`config.mk`:
```
export PLATFORM = sky130hd
export DESIGN_NAME = div_seq_ctrl
export DESIGN_NICKNAME = d
export VERILOG_FILES = /design/src/rtl/div_seq_ctrl.sv
export SDC_FILE = /design/constraint.sdc
export NUM_CORES = 1
export LEC_CHECK = 0
export CORE_ASPECT_RATIO = 0.7
export CORE_UTILIZATION = 50
export CTS_CLUSTER_DIAMETER = 50
export DETAILED_ROUTE_END_ITERATION = 6
export PLACE_DENSITY = 0.81
export SLEW_MARGIN = 40
export SYNTH_ARGS = -nofsm -noshare
export SYNTH_HDL_FRONTEND = slang
export SYNTH_SLANG_ARGS = --single-unit
```
`constraint.sdc`:
```
create_clock -name clk -period 5.3 [get_ports clk]
set_clock_uncertainty 0.05 [all_clocks]
set_input_delay 1.06 -clock clk [delete_from_list [all_inputs] [get_ports clk]]
set_output_delay 1.06 -clock clk [all_outputs]
set_load 0.02 [all_outputs]
```
`src/rtl/div_seq_ctrl.sv`:
```
// -----------------------------------------------------------------------------
// div_seq_ctrl
//   Multi-cycle radix-2 restoring divider with its sequencing FSM, serving the
//   EX stage's divide port. One quotient bit is produced per cycle on absolute
//   values. The sign fix-up is applied when the result is registered.
//
// Ports
//   clk       in   1        clock, all state on rising edge
//   rst       in   1        asynchronous, active-high reset
//   start     in   1        div_sel from EX (level, held until valid seen)
//   sign      in   1        1 = signed DIV, 0 = unsigned DIVU
//   flush     in   1        abort the current operation, return to IDLE
//   stall     in   1        hold DONE (valid and result) while high
//   dividend  in   WIDTH    operand rs
//   divisor   in   WIDTH    operand rt
//   result    out  2*WIDTH  {quotient, remainder}
//   valid     out  1        result valid, high in DONE only
//   busy      out  1        high in DIVZ and BUSY
// -----------------------------------------------------------------------------
module div_seq_ctrl #(
   parameter int WIDTH = 32
) (
   input  logic                 clk,
   input  logic                 rst,
   input  logic                 start,
   input  logic                 sign,
   input  logic                 flush,
   input  logic                 stall,
   input  logic [WIDTH-1:0]     dividend,
   input  logic [WIDTH-1:0]     divisor,
   output logic [2*WIDTH-1:0]   result,
   output logic                 valid,
   output logic                 busy
);

   localparam int CW = $clog2(WIDTH) + 1;
   localparam logic [CW-1:0] CNT_ONE  = CW'(1);
   localparam logic [CW-1:0] CNT_LAST = CW'(WIDTH - 1);

   typedef enum logic [1:0] {
      S_IDLE = 2'd0,
      S_DIVZ = 2'd1,
      S_BUSY = 2'd2,
      S_DONE = 2'd3
   } state_t;

   state_t               state_q, state_d;
   logic                 qneg_q, qneg_d;     // quotient must be negated at the end
   logic                 rneg_q, rneg_d;     // remainder must be negated at the end
   logic [WIDTH-1:0]     dvsr_q, dvsr_d;     // |divisor|
   logic [WIDTH-1:0]     rem_q, rem_d;       // partial remainder
   logic [WIDTH-1:0]     quot_q, quot_d;     // |dividend| shifting out, quotient shifting in
   logic [CW-1:0]        cnt_q, cnt_d;
   logic [2*WIDTH-1:0]   result_q, result_d;
   logic                 valid_q, valid_d;
   logic                 busy_q, busy_d;

   logic [WIDTH:0]       rem_sh_s;
   logic [WIDTH:0]       trial_s;
   logic [WIDTH-1:0]     rem_n_s;
   logic [WIDTH-1:0]     quot_n_s;
   logic [WIDTH-1:0]     q_fix_s;
   logic [WIDTH-1:0]     r_fix_s;

   // Next-state, datapath iteration and registered-output computation.
   always_comb begin
      state_d  = state_q;
      qneg_d   = qneg_q;
      rneg_d   = rneg_q;
      dvsr_d   = dvsr_q;
      rem_d    = rem_q;
      quot_d   = quot_q;
      cnt_d    = cnt_q;
      result_d = result_q;

      // One restoring step: shift {rem,quot} left, try subtracting the divisor.
      // With rem < divisor, a non-negative trial always fits in WIDTH bits, so
      // the top bit of the WIDTH+1 bit trial is exactly the "negative" flag.
      rem_sh_s = {rem_q, quot_q[WIDTH-1]};
      trial_s  = rem_sh_s - {1'b0, dvsr_q};
      rem_n_s  = trial_s[WIDTH] ? rem_sh_s[WIDTH-1:0] : trial_s[WIDTH-1:0];
      quot_n_s = {quot_q[WIDTH-2:0], ~trial_s[WIDTH]};
      q_fix_s  = qneg_q ? -quot_n_s : quot_n_s;
      r_fix_s  = rneg_q ? -rem_n_s  : rem_n_s;

      if (flush) begin
         state_d = S_IDLE;
      end else begin
         case (state_q)
            S_IDLE: begin
               if (start) begin
                  qneg_d = sign & (dividend[WIDTH-1] ^ divisor[WIDTH-1]);
                  rneg_d = sign & dividend[WIDTH-1];
                  quot_d = (sign && dividend[WIDTH-1]) ? -dividend : dividend;
                  dvsr_d = (sign && divisor[WIDTH-1])  ? -divisor  : divisor;
                  rem_d  = '0;
                  cnt_d  = '0;
                  state_d = (divisor == '0) ? S_DIVZ : S_BUSY;
               end else begin
                  state_d = S_IDLE;
               end
            end
            S_DIVZ: begin
               state_d  = S_DONE;
               result_d = '0;
            end
            S_BUSY: begin
               rem_d  = rem_n_s;
               quot_d = quot_n_s;
               cnt_d  = cnt_q + CNT_ONE;
               if (cnt_q == CNT_LAST) begin
                  state_d  = S_DONE;
                  result_d = {q_fix_s, r_fix_s};
               end else begin
                  state_d = S_BUSY;
               end
            end
            S_DONE: begin
               // start is deliberately ignored here so a held div_sel cannot
               // re-issue the instruction that just completed.
               state_d = stall ? S_DONE : S_IDLE;
            end
            default: begin
               state_d = S_IDLE;
            end
         endcase
      end

      valid_d = (state_d == S_DONE);
      busy_d  = (state_d == S_DIVZ) || (state_d == S_BUSY);
   end

   // State and datapath registers with asynchronous reset.
   always_ff @(posedge clk or posedge rst) begin
      if (rst) begin
         state_q  <= S_IDLE;
         qneg_q   <= 1'b0;
         rneg_q   <= 1'b0;
         dvsr_q   <= '0;
         rem_q    <= '0;
         quot_q   <= '0;
         cnt_q    <= '0;
         result_q <= '0;
         valid_q  <= 1'b0;
         busy_q   <= 1'b0;
      end else begin
         state_q  <= state_d;
         qneg_q   <= qneg_d;
         rneg_q   <= rneg_d;
         dvsr_q   <= dvsr_d;
         rem_q    <= rem_d;
         quot_q   <= quot_d;
         cnt_q    <= cnt_d;
         result_q <= result_d;
         valid_q  <= valid_d;
         busy_q   <= busy_d;
      end
   end

   assign result = result_q;
   assign valid  = valid_q;
   assign busy   = busy_q;

endmodule

```
== Word level (Yosys, flattened, before mapping) ==
Cells that the tools add are included.

* Bits of input ports: 70
* Bits in read-only memories: 0
* Register bits after elaboration: 172
* Bits in latches: 0
* Memories: 0
* RAM bits: 0
* Output and inout port bits: 66

* Add/sub/neg operators: 6
* Shift operators: 0
* Div/mod/pow operators: 0
* $lt $le $gt $ge: 0
* $mul: 0
* Bitwise logic cells: 5
* Reduce and logical (&&, ||, !) cells: 10
* Multiplexer cells: 19
* Eq/ne operators: 9

{| class="wikitable"
|+ Operators by type and width
! operator !! number
|-
| 32-bit two-way mux || 7
|-
| 32-bit negator || 4
|-
| 32-bit one-hot mux with 2 select lines || 2
|-
| 64-bit one-hot mux with 2 select lines || 1
|-
| 64-bit two-way mux || 1
|-
| 33-bit by 32-bit subtractor with 33-bit output || 1
|-
| 32-bit zero test || 1
|-
| 6-bit one-hot mux with 2 select lines || 1
|-
| 3-bit AND reduction || 3
|-
| 2-bit equality test, second input constant || 4
|-
| 2-bit two-way mux || 4
|-
| 2-bit one-hot mux with 4 select lines || 1
|-
| 6-bit by 1-bit adder with 6-bit output, second input constant || 1
|-
| 6-bit by 5-bit equality test with 1-bit output, second input constant || 1
|-
| 6-bit two-way mux || 1
|-
| 2-bit by 1-bit equality test with 1-bit output, second input constant || 2
|-
| 2-bit != test, second input constant || 2
|-
| 2-bit nonzero test || 2
|-
| 1-bit AND || 2
|-
| 1-bit logical AND || 2
|-
| 2-bit zero test || 1
|-
| 1-bit NOT || 2
|-
| 1-bit logical OR || 1
|-
| 1-bit two-way mux || 1
|-
| 1-bit bitwise XOR || 1
|}

== Depth between registers and ports, before layout ==
Gate-level depths: netlist (run 1).

* Depth after elaboration: 7
* Mapped depth: 25
* Mapped depth without buffers: 21

== Worst setup path before layout (run 1) ==
OpenSTA, ideal clock, no wires.

* Path kind: reg-to-reg
* From: reg quot_q[31]
* To: reg result_q[30] (netlist: result[30])
* Data arrival time: 5,182 ps
* Path slack: -62 ps
* Setup time: 131 ps
* Required time: 5,119 ps
* Path buffers: 4
* Cell stages (with the launch flop): 25
* Path through: dfrtp_1 > inv_1 > ha_1 > inv_1 > fa_1 > a211o_1 > a221o_1 > o211a_1 > o2111a_1 > a211oi_2 > inv_2 > buf_2 > buf_1 > buf_2 > buf_2 > a21oi_1 > ha_1 > nand4bb_1 > nand4b_1 > nor2_1 > nand2_1 > o31a_1 > o41ai_2 > xnor2_1 > o21ai_1

* Cells in the longest elaborated chain, start to end: 6

{| class="wikitable"
|+ Ends and longest elaborated chain
! element !! RTL line !! RTL
|-
| start, declared || 52 || <nowiki>logic [WIDTH-1:0] quot_q, quot_d;</nowiki>
|-
| start signal, assigned || 152 || <nowiki>quot_q <= quot_d;</nowiki>
|-
| 33-bit by 32-bit subtractor with 33-bit output || 80 || <nowiki>trial_s = rem_sh_s - {1'b0, dvsr_q};</nowiki>
|-
| 32-bit two-way mux * || 81 || <nowiki>rem_n_s = trial_s[WIDTH] ? rem_sh_s[WIDTH-1:0] : trial_s[WIDTH-1:0];</nowiki>
|-
| 32-bit negator || 84 || <nowiki>r_fix_s = rneg_q ? -rem_n_s : rem_n_s;</nowiki>
|-
| 32-bit two-way mux * || 84 ||
|-
| 64-bit two-way mux * || 111 || <nowiki>if (cnt_q == CNT_LAST) begin</nowiki>
|-
| 64-bit one-hot mux with 2 select lines * || 89 || <nowiki>case (state_q)</nowiki>
|-
| end signal, assigned || 154 || <nowiki>result_q <= result_d;</nowiki>
|-
| end, declared || 54 || <nowiki>logic [2*WIDTH-1:0] result_q, result_d;</nowiki>
|}

Every way passes the cells marked *; elsewhere a longest branch is shown, timed or not. The select of a mux whose other input is x is not followed.
A chain may end at the register's enable or synchronous reset.

== Final worst setup path (run 1) ==
Same ends and word-level chain as after synthesis.

==> impl_summary.md, run 1 <==
Floorplanning
The floorplan row count is 47. Once the floorplan was initialized, standard cells occupied 51.2% of the core. During I/O placement, the number of pins put on the boundary was 136. The floorplan step set the die width to 188 um. The die height is between 100 and 150 um. The die covers 24,900 um^2. The core area is 23,700 um^2.

Clocking
The TritonCTS clock tree is built. The number of buffers created by CTS is 17. The number of hold-repair buffers added at the cts stage is 0.

The clock latency on the worst-skew pair is 440 ps. The clock root buffer is sky130_fd_sc_hd__clkbuf_16. CTS built an H-tree with a depth of 4. After clock tree synthesis, the clock-pin slew on the worst setup and hold paths is around 70 ps. The clock sink total is 172.

The longest clock path from root to sink contains 2 buffers.

Placement
The placed instance area is 13,800 um^2. The cell count after placement is 1,911. During placement, the flow inserted port buffers numbering 135.

Routability-driven placement finished with a final weighted congestion of between 0.9 and 1. The placement-stage worst setup slack is 401 ps. Detailed placement ended at an HPWL of 27,300 um.

Global route
The wire length of the first global-routing pass is 59,300 um. The number of global-route vias before repair is ~11,000. The residual overflow from global routing is 0. The number of antenna violations at the first check in global routing is 0. The total global-route track usage is 30.1%. Entering global routing, the biggest net connects 131 pins.

Logic synthesis
The per-instance average area after synthesis is 7.99 um^2. Synthesis produced a netlist with a net count of 1,626. The number of synthesized flops with an enable pin is 0. The synthesized cell area is roughly 12,000 um^2. The synthesized instance count is around 1,500. The proportion of synthesized flip-flops having asynchronous set or reset is 100%.

During synthesis, Yosys emitted a total of 0 warnings. The synthesized netlist devotes 23.7% of its cell area to compound gates. Summing the areas of all and, or, nand and nor instances in the mapped netlist gives 20.7% of the synthesized area.

The predominant post-synthesis flop cell is sky130_fd_sc_hd__dfrtp_1. The largest family of logic cells by synthesized area is compound AO/OA/AOI/OAI gates. The flop and latch count out of synthesis is ~170. The part of the Yosys area used for sequential elements is 35.5%. The count of cell types in the netlist is 75. Multiplexer cells account for 1.94% of the synthesized area. The fraction of the mapped netlist area in adder cells is under 10%. Summing the areas of all xor and xnor instances in the mapped netlist gives 9.90% of the synthesized area.

STA
The least setup slack across all paths after layout is roughly 360 ps. Counting I/O delays and the setup requirement, the final critical path takes approximately 5000 ps. The worst-margin pin slew is 910 ps.

The worst path uses approximately 93% of the clock period. The worst slew margin relative to its limit is about two fifths. Setup violations remaining at the end of the flow were counted as 0.

The number of slew-limit violations in the final report is 0. The final-report hold violation count was 0. On the final layout, the worst hold slack is 435 ps. Setup total negative slack on the finished layout was measured at 0 ps.

Setup repair after global routing left no endpoint under its margin. Based on the critical path, the design can be clocked at up to 202 MHz.

Drt
The number of design rule violations left after detail routing is 0. The final layout contains routed wiring with a total length of 37,200 um. Dividing the detail-routed via count by the number of cells gives just over 6. The detail-routed net length per standard cell is 19.1 um.

After the first detailed-routing iteration, the DRC count stood at 1,501. The total number of vias is 12,000. The number of routed nets with antenna violations is 0. The pre-antenna-repair detailed-routing pass consisted of 5 iterations.

Cells and area
The post-route standard cell area excluding fillers is 14,400 um^2. The area growth from synthesis to layout is 18.9%. The final-stage net count is about 1,700. The non-filler instance count after layout is 1,944. The fraction of final layout cells with drive strength greater than 1 is 5.04%. Fill cells in the final layout number 2,069. The library cell used most frequently in the layout, excluding fill and tap cells, is sky130_fd_sc_hd__nand2_1. The final cell utilization of the core is 60.8%. In the layout the commonest cells are sky130_fd_sc_hd__nand2_1, sky130_fd_sc_hd__o21ai_0, sky130_fd_sc_hd__dfrtp_1, sky130_fd_sc_hd__clkdlybuf4s50_1, sky130_fd_sc_hd__nor2_1. The number of antenna diodes in the final layout is 0.

Setup path
Along the worst path, the maximum fanout reaches 6. The startpoint kind of the worst setup timing path is a flip-flop. The number of cells on the worst reg-to-reg path is 20. By startpoint and endpoint, the worst setup path is classified as flip-flop to flip-flop. The data required time of the critical path is 5550 ps. The endpoint kind of the worst setup timing path is a flip-flop. Data arrives at the worst endpoint at approximately 5200 ps.

Power and ir drop
The maximum ir drop on the vdd rail is 225 uV. Power spread over the standard cell area amounts to approximately 280 nW/um^2. For this design the static power due to leakage is 6.03 nW. The design draws 4.10 mW.

Outcome
The run finished with clean final reports.

Min path
The worst hold path cell count is 2. The path class of the tightest hold or removal check is flip-flop to flip-flop.

Flow run
The max-cap violation count is 0.
==> power breakdown <==
part	internal [mW]	leakage, nW	switching (mW)
logic	0.469	3.45	0.752
registers	1.42	2.29	0.145
clock network	0.756	0.289	0.554
total	2.65	6.03	1.45
==> cell families after synthesis <==
group | count (synthesis)
flip-flops | 172
AND/OR/NAND/NOR | 541
AO/OA/AOI/OAI | 474
adder cells (fa/ha/maj) | 39
buffers and inverters | 131
XOR/XNOR | 137
multiplexers | 23
==> final cells by class <==
type,instances,area (um^2),area share [%]
clock buffer,22,454,3.15
multi-input combinational,1214,7360,51.1
clock inverter,10,139,0.964
timing repair buffer,160,1570,10.9
sequential,172,4310,29.9
inverter,48,184,1.28
tap,318,398,2.76
==> critical path, cell delays in order, from the launching register on <==
cell	delay (ps)
sky130_fd_sc_hd__dfrtp_1	420
sky130_fd_sc_hd__inv_1	90
sky130_fd_sc_hd__ha_1	160
sky130_fd_sc_hd__inv_1	60
sky130_fd_sc_hd__fa_1	400
sky130_fd_sc_hd__a211o_1	290
sky130_fd_sc_hd__a221o_1	320
sky130_fd_sc_hd__o211a_1	250
sky130_fd_sc_hd__o2111a_1	290
sky130_fd_sc_hd__a211oi_4	190
sky130_fd_sc_hd__inv_2	110
sky130_fd_sc_hd__a21oi_1	270
sky130_fd_sc_hd__ha_1	300
sky130_fd_sc_hd__nand4bb_1	150
sky130_fd_sc_hd__nand4b_1	260
sky130_fd_sc_hd__nor2_1	150
sky130_fd_sc_hd__nand2_1	60
sky130_fd_sc_hd__o31a_1	330
sky130_fd_sc_hd__o41ai_2	390
sky130_fd_sc_hd__xnor2_1	160
sky130_fd_sc_hd__o21ai_1	70
==> path summary, 6_finish.rpt <==
kind	startpoint	endpoint	slack [ps]
worst min-delay path	result[57]	result[57]	430
max in group asynchronous	rst	rneg_q	3480
min in group asynchronous	rst	result[56]	1090
worst max-delay path	quot_q[31]	result[30]	360
worst min register to register	result[57]	result[57]	430
worst max register to register	quot_q[31]	result[30]	360
==> state kept, by name, summed over array words and instances, names as in the netlist <==
register,cells
cnt_q,6
valid,1
busy,1
rem_q,32
dvsr_q,32
state_q,2
qneg_q,1
rneg_q,1
quot_q,32
result,64
==> synth_stat cells (all sizes together), types with 17 or more instances <==
cell type | instances | area, um^2
clkbuf | 72 | 270
ha | 38 | 475
xnor2 | 59 | 517
nand2 | 242 | 908
o31ai | 26 | 200
o21ai | 226 | 1130
nor4 | 17 | 106
or3 | 27 | 169
inv | 48 | 180
nor3 | 30 | 150
mux2i | 19 | 190
xor2 | 78 | 683
nor2 | 109 | 409
dfrtp | 172 | 4300
nand3 | 18 | 90.1
a21oi | 105 | 526
==> routing by layer <==
metal,global-route usage [%],share of wire (%),up-vias
li1,-,-,5582
met1,50.3,50,5765
met2,37.8,38,588
met3,7.00,11,31
met4,6.05,0.85,0
met5,0,0,-
==> repair_timing <==
item,in CTS,in global routing
resized for setup,0,1
setup endpoints to repair,0,1
buffers inserted,0,0
Note: power is estimated with default switching activity, not from simulation.
==> inputs of run 2 (changes only) <==
--- a/config.mk
+++ b/config.mk
@@ -7,7 +7,7 @@
 export LEC_CHECK = 0
 export CORE_ASPECT_RATIO = 0.7
 export CORE_UTILIZATION = 50
-export CTS_CLUSTER_DIAMETER = 50
+export CTS_CLUSTER_DIAMETER = 30
 export DETAILED_ROUTE_END_ITERATION = 6
 export PLACE_DENSITY = 0.81
 export SLEW_MARGIN = 40
==> results of run 2 <==
Final layout, timing and power as in run 1 (identical DEF).
==> RTL edit 1, RTL diff (flow settings as in run 1) <==
Take the reset off `result_q` and load it in a clocked block of its own.
--- a/src/rtl/div_seq_ctrl.sv
+++ b/src/rtl/div_seq_ctrl.sv
@@ -141,5 +141,4 @@
          quot_q   <= '0;
          cnt_q    <= '0;
-         result_q <= '0;
          valid_q  <= 1'b0;
          busy_q   <= 1'b0;
@@ -152,8 +151,11 @@
          quot_q   <= quot_d;
          cnt_q    <= cnt_d;
-         result_q <= result_d;
          valid_q  <= valid_d;
          busy_q   <= busy_d;
       end
+   end
+
+   always_ff @(posedge clk) begin
+      result_q <= result_d;
    end
 
Behaviour: no difference found for any inputs over 10 cycles, from zero or initial values and one cycle with rst high; that may be too few to reach the edited logic, so the function may still have changed.
==> RTL edit 1 against run 1 <==
Area after synthesis up 1.4%. Cell count is 3.4% lower. Design area up 0.89%. Utilization rose by 0.085 points. Die area increased by 1.4%. Count of clock-buffer cells in the layout decreased by 3. Routed wire length down 2.0%. Worst setup slack got worse by 0.11 ns. Critical path depth fell by 1. Hold slack better by 0.036 ns. Sequential cell count unchanged. Non-clock buffer count unchanged. Critical endpoint is now result[58]. Highest routed layer unchanged.
Power is not compared: it rests on default switching activity, and its combinational part moved more than twofold at a synthesized area within 25%.
==> RTL edit 1: results <==
set metrics [dict create \
    run_status "complete, no violations" \
    routabilityCongestion 0.9605 \
    wl_met2_um 13870 \
    arrival_worst_endpoint_ns 5.16 \
    signal_buffer_area_fraction 0.1067 \
    routed-wl-met3_um 4929 \
    met1_usage 0.4666 \
    routedLengthMet1_um 17270 \
    grt_met3_use 0.08930 \
    multiInputCombCellCount 1138 \
    syn_nets 1555 \
    placedCellCount 1846 \
    grt_start_max_net_pins 79 \
    final.clkbuf_count 19 \
    detail_route.iter0.violations 1452 \
    drtPass1Iterations 6 \
    number_of_different_library_cells_in_the_post_synthesis_netlist 89 \
    yosys-top-cells-count "nor2_1, nand2_1, o21ai_0" \
    holdCritStartpoint "dvsr_q[0]" \
    synth-adder-area-share 0.04031 \
    regToRegSetupSlack_ns 0.25 \
    synth.yosys.seq_area_share 0.3762 \
    synth_compound_gate_area_share 0.2297 \
    area_share_clock_buf_inv 0.03924 \
    die_x_um 189.4 \
    timing.reg2reg.worst_path_depth 19 \
    grt_resource_usage_total 0.2937 \
]
RTL edit 1: kinds of logic (layout without fill, tap and decap cells):
family,count (synthesis),after routing
mux,33,33
simple gates,508,508
fa+ha+maj,39,39
buf+inv,136,250
compound gates,440,440
flops,172,172
xor+xnor,118,118
RTL edit 1: how the worst max path moves through the flow:
stage	endpoint	slack (ns)	cells past startpoint
floorplan	result[58]	0.13	21
global placement	result[58]	0.39	17
detailed placement	result[58]	0.32	17
CTS	result[58]	0.29	17
global route	result[26]	0.005	23
finish	result[58]	0.25	19
RTL edit 1: repair_timing:
action,in CTS,in global routing
endpoints found under the setup margin,0,2
buffers inserted,0,0
resized for setup,0,4
RTL edit 1: critical path: cells and delay by family, from the launching register on:
| kind | cells | cell delay (ns) |
|---|---|---|
| AO/OA/AOI/OAI | 5 | 1.24 |
| AND/OR/NAND/NOR | 8 | 1.97 |
| XOR/XNOR | 1 | 0.17 |
| adder cells (fa/ha/maj) | 3 | 0.82 |
| buffers and inverters | 2 | 0.15 |
| flip-flops | 1 | 0.37 |
==> RTL edit 2, RTL diff (config.mk and constraints of run 1) <==
Without the edit above. Set the parameter `WIDTH` to 64 (it was 32).
--- a/src/rtl/div_seq_ctrl.sv
+++ b/src/rtl/div_seq_ctrl.sv
@@ -19,5 +19,5 @@
 // -----------------------------------------------------------------------------
 module div_seq_ctrl #(
-   parameter int WIDTH = 32
+   parameter int WIDTH = 64
 ) (
    input  logic                 clk,
Interface: changed (resized dividend, divisor and result); port bits go from 136 to 264. The function was not compared with the original's and may differ.
==> RTL edit 2 against run 1 <==
The run now ends with DRC left. Largest cell class unchanged. Worst setup slack worse by 0.19 ns. Total power grew to 5.5 times the old value. Area after synthesis is 100% higher. Critical endpoint is now result[59]. Design area increased by 110%. Routed wire length is 120% higher. Sequential cell count up 161. Critical path depth fell by 4. Sequential power is 130% higher.
==> RTL edit 2: results <==
set metrics [dict create \
    areaGrowthSynthToFinish_pct 20.49 \
    placedCellCount 4004 \
    violated_checks "DRC" \
    tritoncts.num_buffers 37 \
    met1_usage 0.4928 \
    num-nonclk-inverters 101 \
    grt_met3_use 0.06763 \
    grt_pass1_wl_um 128600 \
    synth.yosys.seq_area_share 0.3377 \
    holdCritStartpoint "result[38]" \
    dp_slack_ns -0.1365 \
    netlist_top_cells_area "dfrtp_1, o21ai_0, nand2_1" \
    clock_insertion_delay_worst_skew_ns 0.56 \
    routabilityCongestion 1.030 \
    signal_buffer_area_fraction 0.1222 \
    area_share_clock_buf_inv 0.04036 \
    final.hold.worst_slack_ns 0.4282 \
    detail_route.iter0.violations 3322 \
    worstMarginPinSlew_ns 0.9349 \
    arrival_worst_endpoint_ns 5.49 \
    grt_antenna_before_repair 2 \
    combinationalPowerShare 0.723 \
    regToRegSetupSlack_ns 0.17 \
    timing.reg2reg.worst_path_depth 16 \
    worstReg2RegStart "quot_q[63]" \
    multiInputCombCellCount 2541 \
    cts_buffer_depth 3 \
    leakage_nw 12.37 \
    largest_reg_flops 128 \
    final.clkbuf_count 49 \
    critical_path.max_fanout 7 \
    drc_markers 5 \
    worst_r2r_endpoint "result[59]" \
    postSynthCellCount 3155 \
    sw_power_mw 12.09 \
    use_met2 0.4588 \
    nets 3596 \
    io_buffer_count 263 \
    cts_max_level 2 \
    syn_nets 3360 \
    run_status "finished with violations" \
    syn_avg_cell_area_sq_um 7.820 \
    number_of_different_library_cells_in_the_post_synthesis_netlist 99 \
    yosys-top-cells-count "nand2_1, o21ai_0, dfrtp_1" \
    critical-path-max-stage-delay_ns 0.61 \
    clkSinkCount 333 \
    finalNonFillerCells 4070 \
]
[RTL edit 2: kinds of logic after synthesis]
logic type,count (synthesis),share of synthesized area
AO/OA/AOI/OAI,975,0.2345
XOR/XNOR,284,0.1008
adder cells (fa/ha/maj),71,0.03631
buffers and inverters,281,0.04584
flip-flops,333,0.3377
multiplexers,50,0.02039
AND/OR/NAND/NOR,1161,0.2244
[RTL edit 2: worst max path at each step]
| stage | startpoint | cells after the start | end | slack (ns) |
|---|---|---|---|---|
| floorplan | rst | 1 | busy | -0.26 |
| global placement | divisor[0] | 18 | busy | -0.07 |
| detailed placement | divisor[1] | 18 | busy | -0.14 |
| CTS | quot_q[63] | 21 | result[124] | 0.23 |
| global route | quot_q[63] | 21 | result[124] | 0.03 |
| finish | quot_q[63] | 16 | result[59] | 0.17 |
[RTL edit 2: repair_timing]
item                       in CTS  in global routing
resized for setup               0                  9
setup endpoints to repair       0                  4
setup buffers                   0                  1
